<file path="src/rtl/bus_par_rx.sv">
// bus_par_rx: tristate bus reader with parity check, FIFO, error counter.
// Define BUS_PAR_ODD_EN for odd parity; even parity by default.
module bus_par_rx #(
  parameter int DEPTH = 4,
  parameter int AW    = 2,
  parameter int CNT_W = 8
) (
  input  logic             clk,
  input  logic             rst_n,
  input  logic [7:0]       bus_d,
  input  logic             bus_p,
  input  logic             bus_stb,
  output logic [7:0]       rd_data,
  output logic             rd_valid,
  input  logic             rd_ready,
  output logic             par_err,
  output logic [CNT_W-1:0] err_cnt,
  output logic             ovf,
  input  logic             clr
);

`ifdef BUS_PAR_ODD_EN
  localparam logic PAR_SENSE = 1'b1;
`else
  localparam logic PAR_SENSE = 1'b0;
`endif

  localparam logic [AW:0] FULL_CNT = (AW+1)'(DEPTH);

  typedef enum logic {
    IDLE,
    CHECK
  } state_t;

  state_t state_q, state_d;

  logic [7:0]    cap_d;
  logic          cap_p;
  logic [7:0]    mem [DEPTH];
  logic [AW-1:0] wr_ptr, rd_ptr;
  logic [AW:0]   count;

  logic chk, pass, good, bad;
  logic full, push, pop;

  always_ff @(posedge clk or negedge rst_n) begin
    if (!rst_n) state_q <= IDLE;
    else        state_q <= state_d;
  end

  always_comb begin
    state_d = state_q;
    unique case (state_q)
      IDLE:    if (bus_stb)  state_d = CHECK;
      CHECK:   if (!bus_stb) state_d = IDLE;
      default: state_d = IDLE;
    endcase
  end

  // Sampled every strobe cycle so back-to-back strobes stream through
  always_ff @(posedge clk or negedge rst_n) begin
    if (!rst_n) begin
      cap_d <= '0;
      cap_p <= 1'b0;
    end else if (bus_stb) begin
      cap_d <= bus_d;
      cap_p <= bus_p;
    end
  end

  assign chk  = (state_q == CHECK);
  assign pass = ((^cap_d) ^ cap_p) == PAR_SENSE;
  assign good = chk & pass;
  assign bad  = chk & ~pass;

  assign full = (count == FULL_CNT);
  assign pop  = rd_valid & rd_ready;
  // A pop in the same cycle frees the slot for a full FIFO
  assign push = good & (~full | pop);

  always_ff @(posedge clk or negedge rst_n) begin
    if (!rst_n) begin
      for (int i = 0; i < DEPTH; i++) mem[i] <= '0;
      wr_ptr <= '0;
    end else if (push) begin
      mem[wr_ptr] <= cap_d;
      wr_ptr      <= wr_ptr + 1'b1;
    end
  end

  always_ff @(posedge clk or negedge rst_n) begin
    if (!rst_n)   rd_ptr <= '0;
    else if (pop) rd_ptr <= rd_ptr + 1'b1;
  end

  always_ff @(posedge clk or negedge rst_n) begin
    if (!rst_n) begin
      count <= '0;
    end else begin
      unique case ({push, pop})
        2'b10:   count <= count + 1'b1;
        2'b01:   count <= count - 1'b1;
        default: count <= count;
      endcase
    end
  end

  always_ff @(posedge clk or negedge rst_n) begin
    if (!rst_n) begin
      err_cnt <= '0;
      ovf     <= 1'b0;
    end else if (clr) begin
      err_cnt <= '0;
      ovf     <= 1'b0;
    end else begin
      if (bad && (err_cnt != '1))
        err_cnt <= err_cnt + 1'b1;
      if (good && full && !pop)
        ovf <= 1'b1;
    end
  end

  assign rd_data  = mem[rd_ptr];
  assign rd_valid = (count != '0);
  assign par_err  = bad;

endmodule

</file>
<file path="config.mk">
export PLATFORM = sky130hd
export DESIGN_NAME = bus_par_rx
export DESIGN_NICKNAME = d
export VERILOG_FILES = /design/src/rtl/bus_par_rx.sv
export SDC_FILE = /design/constraint.sdc
export NUM_CORES = 1
export LEC_CHECK = 0
export ABC_AREA = 1
export BUFFER_PORTS_ARGS = -buffer_cell sky130_fd_sc_hd__buf_4
export CAP_MARGIN = 20
export CORE_MARGIN = 4
export CORE_UTILIZATION = 40
export CTS_CLUSTER_DIAMETER = 150
export DETAILED_ROUTE_END_ITERATION = 10
export PLACE_DENSITY = 0.66
export REMOVE_ABC_BUFFERS = 1
export SYNTH_ARGS = -nofsm -noshare
export SYNTH_HDL_FRONTEND = slang
export SYNTH_SLANG_ARGS = --single-unit
</file>
<file path="constraint.sdc">
create_clock -name clk -period 2.7 [get_ports clk]
set_clock_uncertainty 0.2 [all_clocks]
set_input_delay 0.54 -clock clk [delete_from_list [all_inputs] [get_ports clk]]
set_output_delay 0.54 -clock clk [all_outputs]
set_load 0.01 [all_outputs]
</file>
==> Word-level counts from Yosys, hierarchy flattened <==
Cells that the tools add are included.
{ "word_totals": {"ff_bits": 58, "input_bits": 14, "out_inout_bits": 19, "word_cells": 56} }
{ "classes": {"n_addsub": 5, "order_cmp": 3, "n_eq_ne": 4, "muxes": 12, "bitwise": 10, "n_reduce_logical": 10} }
{ "op_table": {"columns": ["cell", "n"], "rows": [
  ["$mux W8", 5],
  ["$bwmux W32", 1],
  ["$bmux W8 S2", 1],
  ["$demux W8 S2", 1],
  ["$add A8 B1 Y8 const B", 1],
  ["$ne A8 B8 Y1 const B", 1],
  ["$reduce_xor A8 Y1", 1],
  ["$ge A3 B3 Y1 const B", 2],
  ["$not A2 Y3", 2],
  ["$pmux W3 S2", 1],
  ["$reduce_bool A2 Y1", 3],
  ["$add A2 B1 Y2 const B", 2],
  ["$and A1 B1 Y1", 4],
  ["$logic_and A1 B1 Y1", 4],
  ["$add A3 B1 Y3 const B", 1],
  ["$eq A3 B3 Y1 const B", 1],
  ["$lt A3 B1 Y1 const B", 1],
  ["$mux W1", 3],
  ["$reduce_bool A3 Y1", 1],
  ["$sub A3 B1 Y3 const B", 1],
  ["$eq A2 B1 Y1 const B", 1],
  ["$eq A2 B2 Y1 const B", 1],
  ["$not A1 Y1", 2],
  ["$logic_not A1 Y1", 1],
  ["2 further kinds", 2]
]} }

==> Logic depth before layout (Yosys ltp) <==
Gate-level depths: netlist of the first run.
{ "logic_depth": {"ltp_word": 8, "mapped_depth": 16, "ltp_nobuf": 16} }

==> Worst setup path after synthesis of the first run <==
Ideal clock, no wire load.
{ "synth_timing": {"path_type": "input to register", "from": "in rd_ready", "to": "reg count[2]", "setup_time_ns": 0.131, "arrival_ns": 2.129, "setup_slack_ns": 0.240, "path_stages": 10, "path_buffers": 1, "path_cell_list": "inv_1 -> nand3_1 -> buf_2 -> nand2_1 -> ha_1 -> inv_1 -> fa_1 -> a21oi_1 -> o21ai_0 -> xor2_1"} }
{ "synth_between": {"elab_chain_len": 5, "word_cells_on_any_way": 7, "cone_classes": "eq/ne (2); mux (1); bitwise (3); reduce/logical (1)"} }
{ "synth_lines": {"columns": ["item", "line_no", "source"], "rows": [
  ["start: declaration", "15", "input logic rd_ready,"],
  ["$and A1 B1 Y1 *", "77", "assign pop = rd_valid & rd_ready;"],
  ["$or A1 B1 Y1", "79", "assign push = good & (~full | pop);"],
  ["$and A1 B1 Y1", "79", null],
  ["$eq A2 B1 Y1 or $eq A2 B2 Y1 (tied branches)", "100", "unique case ({push, pop})"],
  ["$pmux W3 S2 or $reduce_bool A2 Y1 (tied branches)", null, null],
  ["end signal: assignment", "101", "2'b10: count <= count + 1'b1;"],
  ["end signal: assignment", "102", "2'b01: count <= count - 1'b1;"],
  ["end signal: assignment", "103", "default: count <= count;"],
  ["end: declaration", "41", "logic [AW:0] count;"]
]} }
Mark *: on every way between the ends. The rest lies on a longest branch, timed or not.
A chain may end at the register's enable or synchronous reset.

==> Worst setup path in the final report of the first run <==
{ "layout_timing": {"from": "reg cap_d[1]", "to": "out par_err"} }
{ "layout_between": {"elab_chain_len": 3} }
{ "layout_lines": {"columns": ["item", "line_no", "source"], "rows": [
  ["start: declaration", "37", "logic [7:0] cap_d;"],
  ["start signal: assignment", "66", "cap_d <= bus_d;"],
  ["$reduce_xor A8 Y1", "72", "assign pass = ((^cap_d) ^ cap_p) == PAR_SENSE;"],
  ["$xor A1 B1 Y1", "72", null],
  ["$and A1 B1 Y1", "74", "assign bad = chk & ~pass;"],
  ["end: declaration", "16", "output logic par_err,"]
]} }
No other way between the ends.

==> summary.txt, run 1 <==
Clock tree
  – CTS Buf Count: 9
  – Root buf cell: clkbuf_8
  – CTS tree: built
  – Max clock buf depth: 2
  – Worst-Skew Late Latency: 0.33 ns
  – H-tree depth: 3
  – Clk sinks: 58
  – Clock transition at path regs: around 0.060 ns

Die
  – FP Rows: 31
  – Core area: about 7400 um^2
  – Die ar.: 9220 um^2
  – Initial Util: 0.418
  – Die height: around 96 um
  – Chip Width: 96.0 um
  – I/O pin count: 33

GRT
  – Met2 usage: 0.271
  – First-pass GRT wire length: 12.2 mm
  – Initial antenna violation count: 0
  – Routing usage on met1: 0.231
  – Pin count of the biggest net entering global routing: 59
  – GRT busiest layer: met2
  – Vias in the first global route: 2543
  – Gr usage total: 0.176
  – Grt total ovfl: 0
  – GR Util met3: 0.0571

STA
  – Slew Limit Fails: 0
  – Final worst slack: 0.173 ns
  – Fin crit period: 2.53 ns
  – Setup violators final: 0
  – Final hold vios: 0
  – Max-slew headroom: 0.499
  – Final worst-path cycle share: 0.936
  – Worst slew pin tran: about 0.75 ns
  – Achievable Freq: 396 MHz
  – RSZ-0062 raised after global routing: no

Power and ir drop
  – Clk pwr share: 0.189
  – Leakage: 1.83 nW
  – Sequential power share: 0.377
  – Internal: ~2.1 mW
  – Switch Pwr: 1.44 mW
  – Max VDD drop: between 0.5 and 0.6 mV
  – Pwr dens: 983 nW/um^2
  – Comb power frac: 0.434
  – Sw Share: 0.408
  – Total power: around 3.5 mW

Place
  – Placed Area: 3390 um^2
  – Placed Cells incl. Taps: about 480
  – DP Worst Slack: between 0.08 and 0.09 ns
  – RePlAce Congestion: 0.824
  – Hpwl dp: 4.86 mm
  – I/O Buffers: 32

Final layout
  – Final nets: 419
  – Most frequent cells in the layout: nand2_1, dfrtp_1, buf_4, nand4_1, o21ai_0
  – Antenna cell count: 0
  – Post-route insts no fill: 500
  – Leading cell type in the layout, fill and taps excluded: nand2_1
  – Final Util: 0.486
  – Fin area: 3600 um^2
  – Layout area overhead: 16.1%
  – Layout cells sized above 1: 0.200

Worst setup path
  – Reg2reg end: count[2]
  – CP Buf/Inv Count: 3
  – CP Max Fanout: 7
  – WP data arrival: 1.79 ns
  – Delay-heaviest family, CP: simple AND/OR/NAND/NOR gates
  – Crit Path Class: register to primary output
  – Worst Path Required: 1.96 ns
  – Worst R2R Setup Slack: 0.21 ns
  – CP Capture Type: primary output
  – Worst path max stage delay: about 0.45 ns
  – Worst r2r path cells: 12
  – CP max stage cell: dfrtp_2
  – CP most frequent cell: nand2_1
  – Crit path cell chain: inv_1, nand2_1, nand2_1, nand2_1, nand2_2, clkinv_1, nand3_1, nand2_4, nor2_4, buf_4
  – Reg2reg start: cap_d[6]
  – Startpoint Class: register

Routing
  – Vias: between 2k and 3k
  – Antenna Violating Nets Remaining: 0
  – Final wirelength: 7.20 mm
  – DRC violations left: 0
  – DR vias/cell: 5.19
  – Router iterations before antenna repair: 4
  – Initial DRC count: 176
  – Average wire per standard cell: between 10 and 15 um

Synthesis
  – Register bit total from synthesis: 58
  – Synth Warn #: 0
  – Post-synth cell types: 26
  – Post-synthesis sequential area ratio: 0.468
  – Synthesized area: 3100 um^2
  – Syn Inst Count: about 360
  – Mean Syn Cell Area: 8.54 um^2

Status
  – Outcome: complete, no violations

Hold path
  – Worst hold path type: input port to asynchronous set/reset pin

Flow run
  – Max-cap viol count: 0
## what timing repair did
item | 4_1_cts | 5_1_grt
resized for setup | 0 | 8
setup buffers | 0 | 5
setup endpoints to repair | 0 | 2
hold buffers | 0 | 0
## flip-flops by register name, indices dropped and copies added (netlist names), 2 cells and up
signal / count
count: 3
rd_ptr: 2
err_cnt: 8
wr_ptr: 2
mem: 32
cap_d: 8
## cells by family after synthesis
kind of cell | after synthesis | synth area share
AOI/OAI and AO/OA | 36 | 0.0614
xor gates and xnor gates | 11 | 0.0311
adders and majority gates | 7 | 0.0307
buffers and inverters | 40 | 0.0634
DFF | 58 | 0.468
muxes | 2 | 0.00727
and+or+nand+nor | 209 | 0.338
## how the worst max path moves through the flow
stage / cells past startpoint / end / from / slack, ns
global placement: 16 / count[2] / cap_d[0] / 0.17
finish: 10 / par_err / cap_d[1] / 0.17
CTS: 10 / par_err / cap_d[0] / 0.03
global route: 10 / par_err / cap_d[4] / 0.02
detailed placement: 16 / count[2] / cap_d[2] / 0.09
floorplan: 9 / count[2] / rd_ready / -0.41
## per-layer routing
metal / wire length [um] / vias to the layer above
li1: - / 1282
met1: 3280 / 1223
met2: 3360 / 77
met3: 412 / 14
met4: 138 / 0
met5: 0 / -
## cell type report
class	count	area (um^2)
Clock buffer	11	141
Clock inverter	3	17.5
Fill cell	730	3810
Inverter	22	82.6
Multi-Input combinational cell	265	1460
Sequential cell	58	1460
Tap cell	99	124
Timing Repair Buffer	42	315
## stage by stage
step                hold slack (ns)  TNS [ns]
finish                       0.0729         0
floorplan                    0.0444    -0.608
CTS                          0.0857         0
global placement              0.260         0
detailed placement            0.262         0
global route                  0.117         0
## power groups by stage
stage | Clock, mW | Sequential (mW) | Combinational, mW
after detailed placement | 0 | 1.35 | 1.53
final | 0.667 | 1.33 | 1.54
after floorplan | 0 | 1.34 | 0.944
after CTS | 0.691 | 1.34 | 1.53
after global placement | 0 | 1.34 | 1.49
after global routing | 0.743 | 1.38 | 1.74
## synth_stat cells
| cell | instances | area share |
|---|---|---|
| nand2_1 | 115 | 0.14 |
| dfrtp_1 | 58 | 0.47 |
| nand4_1 | 36 | 0.073 |
| o21ai_0 | 25 | 0.040 |
| nor2_1 | 23 | 0.028 |
| inv_1 | 21 | 0.025 |
| nand3_1 | 18 | 0.029 |
| buf_2 | 10 | 0.016 |
| xor2_1 | 9 | 0.025 |
| o22ai_1 | 8 | 0.016 |
| ha_1 | 6 | 0.024 |
| clkbuf_1 | 5 | 0.0061 |
| nand2_2 | 4 | 0.0081 |
| nand4_4 | 4 | 0.027 |
| a21oi_1 | 3 | 0.0048 |
| buf_8 | 3 | 0.015 |
| nand3_2 | 3 | 0.0097 |
| mux2_2 | 2 | 0.0073 |
| nand2_4 | 2 | 0.0073 |
| xnor2_1 | 2 | 0.0057 |
| clkinv_1 | 1 | 0.0012 |
| fa_1 | 1 | 0.0065 |
| nand3_4 | 1 | 0.0057 |
| nor2_2 | 1 | 0.0020 |
| nor2_8 | 1 | 0.0065 |
| nor3b_1 | 1 | 0.0024 |
Note: power is estimated with default switching activity, not from simulation.
==> inputs of run 2 (changes only) <==
CORE_ASPECT_RATIO = 1.25   (was default)
SLEW_MARGIN = 20   (was default)
==> run 2 against run 1 <==
  * Via count fell by 0.96%
  * Setup slack got worse by 0.039 ns
  * Largest cell class is now multi-input combinational cells
  * Final cell count fell by 1.2%
  * Flip-flop and latch count did not move
  * Maximum frequency fell by 1.5%
  * Critical endpoint unchanged
  * Largest power group unchanged
==> summary.txt, run 2 (synthesis gave the netlist of run 1 again) <==
Routing
  – Final wirelength: 7.43 mm (+3.2%)
  – Vias: 2571 (-0.96%)
  – DRC violations left: 0 (unchanged)
  – Initial DRC count: 175 (-0.57%)
  – DR vias/cell: 5.20 (+0.24%)
  – Average wire per standard cell: 15.0 um (+4.4%)
  – Router iterations before antenna repair: 4 (unchanged)
  – Antenna Violating Nets Remaining: 0 (unchanged)

Die
  – Die ar.: 9230 um^2 (about the same)
  – Core area: 7440 um^2 (+0.49%)
  – FP Rows: 35 (+13%)
  – Initial Util: 0.416 (-0.00204)
  – Die height: 106 um (+11%)
  – I/O pin count: 33 (unchanged)
  – Chip Width: 86.7 um (-9.7%)

Clock tree
  – H-tree depth: 3 (unchanged)
  – Worst-Skew Late Latency: 0.34 ns (about the same)
  – CTS Buf Count: 9 (unchanged)
  – Max clock buf depth: 2 (unchanged)
  – Root buf cell: clkbuf_8
  – Clk sinks: 58 (unchanged)
  – Clock transition at path regs: 0.07 ns (about the same)
  – CTS tree: built
  – Post-CTS Hold Buffers: 0 (unchanged)

Power and ir drop
  – Clk pwr share: 0.203 (+0.014)
  – Leakage: 1.85 nW (+1.2%)
  – Switch Pwr: 1.45 mW (+0.18%)
  – Comb power frac: 0.428 (-0.006)
  – Internal: 2.15 mW (+2.6%)
  – Max VDD drop: 0.644 mV (+13%)
  – Sw Share: 0.402 (-0.00578)
  – Sequential power share: 0.369 (-0.008)
  – Pwr dens: 993 nW/um^2 (+1.1%)

STA
  – Slew Limit Fails: 0 (unchanged)
  – Worst slew pin tran: 0.741 ns (-0.0105 ns)
  – Final worst slack: 0.134 ns (-0.0392 ns)
  – Final worst-path cycle share: 0.950 (+0.0145)
  – Fin Setup TNS: 0 ns (unchanged)
  – RSZ-0062 raised after global routing: no
  – WHS: 0.0592 ns (-0.0137 ns)
  – Achievable Freq: 390 MHz (-1.5%)
  – Max-slew headroom: 0.506 (+0.00702)
  – Setup violators final: 0 (unchanged)
  – Fin crit period: 2.57 ns (+0.0392 ns)
  – Final hold vios: 0 (unchanged)

Worst setup path
  – WP data arrival: 1.83 ns (+0.04 ns)
  – Worst Path Required: 1.96 ns (about the same)
  – Startpoint Class: register
  – Reg2reg end: count[2]
  – Worst r2r path cells: 12 (unchanged)
  – Worst R2R Setup Slack: 0.16 ns (-0.05 ns)
  – Crit Path Class: register to primary output
  – Reg2reg start: cap_d[6]
  – CP Max Fanout: 7 (unchanged)
  – CP Capture Type: primary output

Status
  – Outcome: complete, no violations

Place
  – Placed Cells incl. Taps: 478 (-0.62%)
  – DP Worst Slack: 0.148 ns (+0.0624 ns)
  – RePlAce Congestion: 0.820 (-0.56%)
  – Hpwl dp: 4.94 mm (+1.8%)
  – Placed Area: 3410 um^2 (+0.63%)
  – I/O Buffers: 32 (unchanged)

Final layout
  – Final nets: 420 (+0.24%)
  – Filler cells: 733 (+0.41%)
  – Leading cell type in the layout, fill and taps excluded: nand2_1
  – Layout area overhead: 16.8%
  – Most frequent cells in the layout: nand2_1, dfrtp_1, buf_4, nand4_1, o21ai_0
  – Biggest regs: mem: 32 flops, cap_d: 8 flops, err_cnt: 8 flops
  – Fin area: 3620 um^2 (+0.56%)
  – Layout cells sized above 1: 0.199 (-0.000496)
  – Max FFs per register: 32 (unchanged)
  – Largest Register: mem
  – Antenna cell count: 0 (unchanged)
  – Post-route insts no fill: 494 (-1.2%)

Hold path
  – Worst hold path type: input port to asynchronous set/reset pin

GRT
  – Initial antenna violation count: 0 (unchanged)
  – Pin count of the biggest net entering global routing: 59 (unchanged)
  – First-pass GRT wire length: 12.3 mm (+0.84%)
  – Grt total ovfl: 0 (unchanged)
  – Vias in the first global route: 2557 (+0.55%)
  – Gr usage total: 0.174 (-0.00146)

Flow run
  – Max-cap viol count: 0 (unchanged)
run 2: worst max path at each step:
stage,slack (ns),cells after the start,to,startpoint
2_1_floorplan,-0.41,9,count[2],rd_ready
3_3_place_gp,0.20,16,count[2],cap_d[2]
3_5_place_dp,0.15,16,count[2],cap_d[2]
4_1_cts,0.04,10,par_err,cap_d[0]
5_1_grt,0.006,16,count[2],cap_d[4]
6_report,0.13,6,par_err,cap_d[6]
run 2: what timing repair did:
action | 4_1_cts | 5_1_grt
resized for setup | 0 | 6
setup buffers | 0 | 2
endpoints found under the setup margin | 0 | 3
run 2: power by group through the flow:
| stage | Clock, mW | Sequential, mW | Combinational (mW) |
|---|---|---|---|
| finish | 0.728 | 1.33 | 1.54 |
| global route | 0.778 | 1.36 | 1.76 |
| CTS | 0.743 | 1.33 | 1.54 |
| global placement | 0 | 1.33 | 1.52 |
| detailed placement | 0 | 1.34 | 1.53 |
| floorplan | 0 | 1.34 | 0.944 |
run 2: critical path, stage by stage (launching register included):
cell and delay (ns):
dfrtp_1 0.53, xor2_1 0.23, nand3_1 0.14, nand3_1 0.15, nand2_4 0.12, nor2_4 0.16, buf_4 0.14
run 2: through the flow:
step | util | power (mW)
2_1_floorplan | - | 2.28
5_1_grt | 0.486 | 3.90
6_report | 0.486 | 3.59
3_3_place_gp | 0.458 | 2.85
3_5_place_dp | 0.458 | 2.88
4_1_cts | 0.482 | 3.62
run 2: per-layer routing:
layer,wire (um),GRT usage
met3,354,0.0364
met4,210,0.106
met2,3770,0.282
met5,0,0
met1,3090,0.209
run 2: area by class of cell:
| cell class | instances | area [um^2] | share of cell area |
|---|---|---|---|
| Tap cell | 92 | 115 | 0.0318 |
| Inverter | 22 | 82.6 | 0.0228 |
| Timing Repair Buffer | 43 | 323 | 0.0892 |
| Multi-Input combinational cell | 265 | 1460 | 0.405 |
| Clock inverter | 2 | 12.5 | 0.00346 |
| Sequential cell | 58 | 1460 | 0.402 |
| Clock buffer | 12 | 165 | 0.0456 |
